### src/rtl/bus_dma.sv
// Bus-initiator DMA: copies a block of 32-bit words from src to dst over the
// shared CPU bus, one read cycle then one write cycle per word, gated by bus_grant.
module bus_dma #(
    parameter int LEN_W = 16
) (
    input  logic             clk,
    input  logic             rst_i,
    input  logic             start,
    input  logic [31:0]      src_addr,
    input  logic [31:0]      dst_addr,
    input  logic [LEN_W-1:0] len,
    input  logic             abort,
    output logic             busy,
    output logic             done,
    output logic             aborted,
    output logic [LEN_W-1:0] words_done,
    output logic             bus_req,
    input  logic             bus_grant,
    output logic [31:0]      bus_addr,
    output logic             bus_wen,
    output logic [31:0]      bus_wdata,
    input  logic [31:0]      bus_rdata
);

    typedef enum logic [1:0] {IDLE, READ, WRITE, DONE} state_t;

    typedef struct packed {
        logic [31:0] addr;
        logic        wen;
        logic [31:0] wdata;
    } bus_cyc_t;

    state_t           state, state_nx;
    bus_cyc_t         cyc;
    logic [31:0]      cur_src, cur_dst, data_q;
    logic [LEN_W-1:0] remaining;

    always_ff @(posedge clk) begin
        if (rst_i) state <= IDLE;
        else       state <= state_nx;
    end

    // abort outranks grant: no cycle is driven and the FSM heads straight to DONE
    always_comb begin
        state_nx = state;
        cyc      = '0;
        case (state)
            IDLE: begin
                if (start) state_nx = (len != '0) ? READ : DONE;
            end
            READ: begin
                if (abort) begin
                    state_nx = DONE;
                end else if (bus_grant) begin
                    cyc.addr = cur_src;
                    state_nx = WRITE;
                end
            end
            WRITE: begin
                if (abort) begin
                    state_nx = DONE;
                end else if (bus_grant) begin
                    cyc.addr  = cur_dst;
                    cyc.wen   = 1'b1;
                    cyc.wdata = data_q;
                    state_nx  = (remaining == LEN_W'(1)) ? DONE : READ;
                end
            end
            DONE:    state_nx = IDLE;
            default: state_nx = IDLE;
        endcase
    end

    always_ff @(posedge clk) begin
        if (rst_i) begin
            cur_src    <= '0;
            cur_dst    <= '0;
            remaining  <= '0;
            data_q     <= '0;
            words_done <= '0;
            aborted    <= 1'b0;
        end else begin
            case (state)
                IDLE: begin
                    if (start) begin
                        words_done <= '0;
                        aborted    <= 1'b0;
                        if (len != '0) begin
                            cur_src   <= src_addr & ~32'h3;
                            cur_dst   <= dst_addr & ~32'h3;
                            remaining <= len;
                        end
                    end
                end
                READ: begin
                    if (abort)          aborted <= 1'b1;
                    else if (bus_grant) data_q  <= bus_rdata;
                end
                WRITE: begin
                    if (abort) begin
                        aborted <= 1'b1;
                    end else if (bus_grant) begin
                        words_done <= words_done + LEN_W'(1);
                        remaining  <= remaining - LEN_W'(1);
                        cur_src    <= cur_src + 32'd4;
                        cur_dst    <= cur_dst + 32'd4;
                    end
                end
                default: ;
            endcase
        end
    end

    assign busy      = (state == READ) || (state == WRITE);
    assign bus_req   = busy;
    assign done      = (state == DONE);
    assign bus_addr  = cyc.addr;
    assign bus_wen   = cyc.wen;
    assign bus_wdata = cyc.wdata;

endmodule

### config.mk
export PLATFORM = sky130hd
export DESIGN_NAME = bus_dma
export DESIGN_NICKNAME = d
export VERILOG_FILES = /design/src/rtl/bus_dma.sv
export SDC_FILE = /design/constraint.sdc
export NUM_CORES = 1
export LEC_CHECK = 0
export BUFFER_PORTS_ARGS = -buffer_cell sky130_fd_sc_hd__buf_2
export CAP_MARGIN = 10
export CORE_MARGIN = 2
export CORE_UTILIZATION = 45
export CTS_BUF_LIST = sky130_fd_sc_hd__clkbuf_4
export CTS_CLUSTER_DIAMETER = 80
export DETAILED_ROUTE_END_ITERATION = 8
export MAX_ROUTING_LAYER = met4
export PLACE_DENSITY_LB_ADDON = 0.1
export RECOVER_POWER = 50
export SLEW_MARGIN = 30
export SYNTH_ARGS = -nofsm -noshare
export SYNTH_HDL_FRONTEND = slang
export SYNTH_SLANG_ARGS = --single-unit
### constraint.sdc
create_clock -name clk -period 4.55 [get_ports clk]
set_input_delay 0.455 -clock clk [delete_from_list [all_inputs] [get_ports clk]]
set_output_delay 0.455 -clock clk [all_outputs]
set_load 0.02 [all_outputs]
==> impl_metrics.env, run 1 <==
export IMPL_crit_path_max_fanout=62
export IMPL_ys_warnings_count=0
export IMPL_vdd_drop_max_v=0.000317
export IMPL_io_buffers=195
export IMPL_firstDrtPassIters=5
export IMPL_grt_pass1_vias=7347
export IMPL_synth_area_leader_cell="dfxtp_1"
export IMPL_required_ns=5.01
export IMPL_cts_buffers=17
export IMPL_placed_area_sq_um=8730
export IMPL_fin_crit_ns=3.57
export IMPL_first_iter_violations=585
export IMPL_pre_cts_slack_ns=1.38
export IMPL_grt_util_met2_pct=40.4
export IMPL_path_common_cell="o21a_1"
export IMPL_syn_area_sq_um=7730
export IMPL_post_route_period_util_pct=78.6
export IMPL_grt_max_degree=96
export IMPL_setup_tns_final_ns=0
export IMPL_avgRoutedWirePerCell_microns=17.0
export IMPL_min_from="bus_rdata[3]"
export IMPL_r2r_setup_slack_ns=0.98
export IMPL_multiInputGateArea_sq_um=4730
export IMPL_area_delta_synth_final_pct=16.0
export IMPL_fp_dieW_microns=135
export IMPL_drc=0
export IMPL_tightest_slew_ns=1.66
export IMPL_cpLargestDelayFamily="compound AO/OA/AOI/OAI gates"
export IMPL_startpoint_type="flop"
export IMPL_via_per_inst=5.91
export IMPL_gp_congestion=0.848
export IMPL_endpoint_kind="flop"
export IMPL_clock_sinks=127
export IMPL_core_sq_um=16700
export IMPL_antenna_left=0
export IMPL_synth_cell_types=71
export IMPL_clk_pin_slew_worst_paths_ns=0.12
export IMPL_post_cts_resized=0
export IMPL_synth_edf_count=0
export IMPL_critical_path_class="flop to flop"
export IMPL_met3_usage_pct=5.03
export IMPL_syn_inst=1042
export IMPL_reg2reg_to="cur_src[2]$_SDFFE_PP0P_"
export IMPL_n_fill_cell=1713
export IMPL_clock_latency_ns=0.55
export IMPL_hold_path_class="primary input to flop"
export IMPL_grt_pass1_wl_microns=37500
export IMPL_power_total_mw=4.81
export IMPL_via_count=8328
export IMPL_violations="capacitance limit, slew limit"
export IMPL_cts_hold_buf=0
export IMPL_fin_util_pct=53.7
export IMPL_cts_root_buf="clkbuf_4"
export IMPL_hold_depth=3
export IMPL_drt_wl_total_microns=23900
export IMPL_die_height_microns=135
export IMPL_slew_headroom_pct=-11.0
export IMPL_leakagePower_nw=3.31
export IMPL_setup_viol=0
export IMPL_cts_tree="built"
export IMPL_post_cts_setup_buffers=0
export IMPL_path_cells="inv_1 -> ha_4 -> and3b_2 -> o21a_1 -> o21a_1 -> buf_12 -> a21oi_1 -> a311oi_1"
export IMPL_yosys_area_top_type_share_pct=32.9
export IMPL_yosys_most_used_dff="dfxtp_1"
export IMPL_timing_rr_start="state[0]$_SDFFE_PP0P_"
export IMPL_reg2reg_depth=8
export IMPL_cp_slowest_cell="o21a_1"
export IMPL_hpwl_microns=16000
export IMPL_use_met1_pct=35.6
export IMPL_fmax_mhz=280
export IMPL_gr_max_usage_layer="met2"
export IMPL_synthArstFlopShare_pct=0
export IMPL_synth_area_per_cell_sq_um=7.41
export IMPL_final_nets=1302
export IMPL_maxCapViolCount=1
export IMPL_dieArea_sq_um=18200
export IMPL_grt_total_usage_pct=26.2
export IMPL_num_rows=47
export IMPL_power_density_nw_per_um2=537
export IMPL_yosys_top_cells_area="dfxtp_1 33%, a21oi_1 7.7%, nand2_1 6.0%, o21ai_0 4.1%, nor2b_1 3.7%"
export IMPL_synth_seq_cells=127
export IMPL_ios=202
export IMPL_regArea_sq_um=2540
export IMPL_htree_levels=4
export IMPL_path_buf_inv=2
export IMPL_skew_ns=0.0167
export IMPL_start_util_pct=46.3
export IMPL_clock_path_buffers=2
export IMPL_drive_gt1_share_pct=20.6
export IMPL_worst_slack_ns=0.976
export IMPL_slowest_delay_ns=1.16
export IMPL_status="finished, violations left"
export IMPL_rsz0062_at_grt="no"
export IMPL_arrival_ns=4.03
export IMPL_overflow=0
export IMPL_final_area_sq_um=8960
export IMPL_ys_seq_area_share_pct=32.9
export IMPL_hold_end="data_q[3]$_SDFFE_PP0P_"
export IMPL_antenna_found_initial=2
export IMPL_hold_violations=0
export IMPL_final_max_slew_viol_count=47
==> kinds of logic after synthesis <==
| kind of cell | synth area share [%] |
|---|---|
| and+or+nand+nor | 30.0 |
| DFF | 32.9 |
| muxes | 0.794 |
| adders and majority gates | 1.62 |
| buffers and inverters | 6.11 |
| xor gates and xnor gates | 1.13 |
| other | 0.0485 |
| AOI/OAI and AO/OA | 27.4 |
==> cell usage in the layout, fill, tap and decap left out, types with 12 or more instances in the layout <==
| cell type | instances |
|---|---|
| buf_2 | 174 |
| dfxtp_1 | 127 |
| nand2_1 | 124 |
| a21oi_1 | 119 |
| nor2_1 | 67 |
| o21ai_0 | 65 |
| nor2b_1 | 46 |
| nand3_1 | 42 |
| and2_1 | 35 |
| a22oi_1 | 34 |
| nand4_1 | 24 |
| nor3_1 | 23 |
| inv_1 | 22 |
| a211oi_1 | 20 |
| clkbuf_1 | 20 |
| o32ai_1 | 19 |
| clkbuf_4 | 17 |
| and3_1 | 13 |
| a31oi_1 | 13 |
| nor4_1 | 12 |
==> routing by layer <==
metal	vias up	wire, microns
met5	-	0
met2	329	11000
met4	0	253
li1	4099	-
met1	3878	11000
met3	22	1680
==> power breakdown <==
part	leakage, nW	switching, mW	internal (mW)	total, mW
logic	2.12	1.34	0.819	2.16
registers	1.04	0.474	1.42	1.90
clock network	0.143	0.479	0.278	0.757
==> cell usage after synthesis (3+ instances only) <==
library cell and number:
nor3b_1 3, or3_1 11, a31oi_1 13, and2_1 35
nor4_1 13, a22oi_1 34, nor2b_1 46, o31ai_1 3
or2_2 5, xor2_1 4, o22ai_1 9, o21a_1 6
buf_1 5, nand3b_1 4, a41o_1 4, mux2i_1 5
buf_2 17, nand4_1 24, ha_1 10, a21oi_1 119
o21ai_0 64, and4b_1 3, nor2_1 67, a221oi_1 3
dfxtp_1 127, and4_1 7, nand3_1 42, clkbuf_1 65
or4_1 6, buf_4 5, a311oi_1 3, inv_1 22
a211oi_1 20, o32ai_1 18, nand2_1 124, a22o_1 7
xnor2_1 6, nor3_1 23, nor4_2 4, and3_1 13
o221a_2 5
==> through the flow <==
step                      hold WS, ns  instances
after floorplan                 0.432       1043
after global routing           0.0651       1410
after global placement          0.438       1376
after CTS                      0.0881       1408
final                           0.135       1410
after detailed placement        0.442       1376
==> state kept, by name, summed over array words and instances, names as in the netlist <==
register and flops:
state 2, cur_src 30, data_q 32, aborted 1, words_done 16, cur_dst 30
remaining 16
==> layout make-up <==
class                           count  share of cell area, %
Antenna cell                        2                 0.0558
Clock buffer                       17                   1.42
Clock inverter                     15                   1.55
Inverter                           23                  0.963
Multi-Input combinational cell    801                   52.8
Sequential cell                   127                   28.4
Tap cell                          220                   3.07
Timing Repair Buffer              205                   11.8
==> tightest hold or removal path, cell delays in order <==
cell and delay (ns):
buf_2 0.09, nand2_1 0.04, a21oi_1 0.05
==> how the worst max path moves through the flow <==
| stage | slack (ns) | start | cells past startpoint | end |
|---|---|---|---|---|
| finish | 0.98 | state[0]$_SDFFE_PP0P_ | 8 | cur_src[2]$_SDFFE_PP0P_ |
| global route | 0.67 | state[0]$_SDFFE_PP0P_ | 7 | cur_src[29]$_SDFFE_PP0P_ |
| CTS | 0.97 | state[0]$_SDFFE_PP0P_ | 7 | bus_addr[18] |
| detailed placement | 1.38 | state[0]$_SDFFE_PP0P_ | 8 | cur_src[2]$_SDFFE_PP0P_ |
| global placement | 1.39 | state[0]$_SDFFE_PP0P_ | 8 | cur_src[22]$_SDFFE_PP0P_ |
| floorplan | 2.16 | state[0]$_SDFFE_PP0P_ | 8 | bus_addr[10] |
No activity file was read; power rests on OpenSTA's default activity.
==> inputs of run 2 (changes only) <==
==> constraint.sdc (replaced) <==
create_clock -name clk -period 3.4 [get_ports clk]
set_input_delay 0.34 -clock clk [delete_from_list [all_inputs] [get_ports clk]]
set_output_delay 0.34 -clock clk [all_outputs]
set_load 0.02 [all_outputs]
==> run 2 against run 1 <==
The flow still finishes with violations (capacitance limit, slew limit). First-iteration DRC count is 1.7% higher. Utilization up 2.0 points. Cell area increased by 3.8%. Register-to-register slack got worse by 0.70 ns. Power increased by 39%. Flip-flop and latch count unchanged. Sequential share of layout area down 1.0 points. Clock-buffer cell count up 1. Worst setup slack lost 0.70 ns. Combinational power up 40%. Critical path type unchanged. Largest power group unchanged. Highest routed layer unchanged.
==> impl_metrics.env, run 2 (synthesis results as in run 1) <==
export IMPL_status="finished, violations left"
export IMPL_violations="capacitance limit, slew limit"
export IMPL_arrival_ns=3.56
export IMPL_pre_cts_slack_ns=0.573
export IMPL_clk_pin_slew_worst_paths_ns=0.12
export IMPL_drive_gt1_share_pct=20.6
export IMPL_rsz0062_at_grt="no"
export IMPL_htree_levels=4
export IMPL_startpoint_type="flop"
export IMPL_layout_common_cells="174 x buf_2, 127 x dfxtp_1, 124 x nand2_1"
export IMPL_hold_slack_ns=0.0371
export IMPL_core_sq_um=16700
export IMPL_clock_path_buffers=2
export IMPL_overflow=0
export IMPL_fin_crit_ns=3.12
export IMPL_leakagePower_nw=3.47
export IMPL_clock_sinks=127
export IMPL_cts_root_buf="clkbuf_4"
export IMPL_cts_tree="built"
export IMPL_final_common_cell="buf_2"
export IMPL_power_density_nw_per_um2=717
export IMPL_via_count=8371
export IMPL_grt_pass1_wl_microns=38600
export IMPL_first_iter_violations=595
export IMPL_drc=0
export IMPL_clock_latency_ns=0.54
export IMPL_dp_cells=1385
export IMPL_top_regs="data_q (32), cur_dst (30), cur_src (30)"
export IMPL_io_buffers=195
export IMPL_critical_path_class="flop to flop"
export IMPL_grt_max_degree=73
export IMPL_fin_cells=1441
export IMPL_fmax_mhz=320
export IMPL_antenna_found_initial=1
export IMPL_ios=202
export IMPL_avgRoutedWirePerCell_microns=17.0
export IMPL_p_sw_mw=3.06
export IMPL_start_util_pct=46.3
export IMPL_final_nets=1334
export IMPL_hold_path_class="primary input to flop"
export IMPL_seq_power_share_pct=37.8
export IMPL_hold_violations=0
export IMPL_fp_dieW_microns=135
export IMPL_regMostFlops="data_q"
export IMPL_via_per_inst=5.81
export IMPL_clkPwrFrac_pct=16.8
export IMPL_crit_path_max_fanout=39
export IMPL_skew_ns=0.0139
export IMPL_tightest_slew_ns=1.72
export IMPL_gp_congestion=0.871
export IMPL_maxCapViolCount=1
export IMPL_required_ns=3.84
export IMPL_area_delta_synth_final_pct=20.5
export IMPL_worst_slack_ns=0.279
export IMPL_dieArea_sq_um=18200
export IMPL_vdd_drop_max_v=0.000366
export IMPL_sw_frac_of_total_pct=45.9
export IMPL_grt_pass1_vias=7469
export IMPL_num_rows=47
export IMPL_setup_viol=0
export IMPL_setup_tns_final_ns=0
export IMPL_largest_register_ffs=32
export IMPL_antenna_left=0
export IMPL_hpwl_microns=16400
export IMPL_combPwrFrac_pct=45.3
export IMPL_grt_total_usage_pct=26.9
export IMPL_p_int_mw=3.61
export IMPL_cts_buffers=17
export IMPL_slew_headroom_pct=-15.7
export IMPL_power_total_mw=6.67
export IMPL_endpoint_kind="flop"
export IMPL_post_route_period_util_pct=91.8
export IMPL_firstDrtPassIters=5
export IMPL_drt_wl_total_microns=24500
export IMPL_final_max_slew_viol_count=18
export IMPL_die_height_microns=135
[run 2: cell count changes in the layout (fill, tap and decap cells not counted), sizes merged]
cell and change:
dlygate4sd3 +23, buf +7, diode -1, clkinv -3, inv -3, clkinvlp +3, clkbuf +3, bufinv +2
[run 2: stage by stage]
stage / area, sq um / utilization [%]
2_1_floorplan: 7730 / -
4_1_cts: 9350 / 56.0
5_1_grt: 9310 / 55.7
3_3_place_gp: 8820 / 52.8
6_report: 9310 / 55.7
3_5_place_dp: 8820 / 52.8
[run 2: power groups by stage]
stage | combinational, mW | clock, mW | sequential [mW]
finish | 3.03 | 1.12 | 2.52
global route | 3.34 | 1.22 | 2.58
CTS | 3.03 | 1.16 | 2.51
detailed placement | 3.00 | 0 | 2.54
global placement | 2.95 | 0 | 2.54
floorplan | 2.36 | 0 | 2.26
[run 2: layout make-up]
class | instances | area [sq um]
Fill cell | 1674 | 7390
Multi-Input combinational cell | 801 | 4720
Sequential cell | 127 | 2540
Timing Repair Buffer | 237 | 1370
Tap cell | 220 | 275
Clock inverter | 14 | 168
Clock buffer | 18 | 135
Inverter | 23 | 86.3
Antenna cell | 1 | 2.50
[run 2: path summary, 6_finish.rpt]
kind                      startpoint                        to  slack (ns)  cells past startpoint
max            state[0]$_SDFFE_PP0P_  cur_src[17]$_SDFFE_PP0P_        0.28                      8
min                    bus_rdata[15]   data_q[15]$_SDFFE_PP0P_        0.04                      3
min reg2reg  data_q[16]$_SDFFE_PP0P_   data_q[16]$_SDFFE_PP0P_        0.45                      2
max reg2reg    state[0]$_SDFFE_PP0P_  cur_src[17]$_SDFFE_PP0P_        0.28                      8
[run 2: what timing repair did]
item,CTS,global route
gates resized for setup,0,1
hold buffers,23,0
hold endpoints to repair,22,0
setup buffers,0,0
setup endpoints to repair,0,7
[run 2: per-layer routing]
| metal | track usage [%] | part of all wire (%) |
|---|---|---|
| met2 | 41.9 | 46 |
| met1 | 36.5 | 46 |
| met3 | 3.57 | 6.5 |
| met5 | - | 0 |
| met4 | 8.39 | 1.9 |
[run 2: worst max-delay path, cell delays in order (launching register included)]
cell,delay [ns]
dfxtp_1,0.34
inv_1,0.19
ha_4,0.47
nor2b_1,0.18
o21a_1,0.28
o21ai_1,0.92
buf_12,0.28
a21oi_1,0.06
o221a_2,0.29
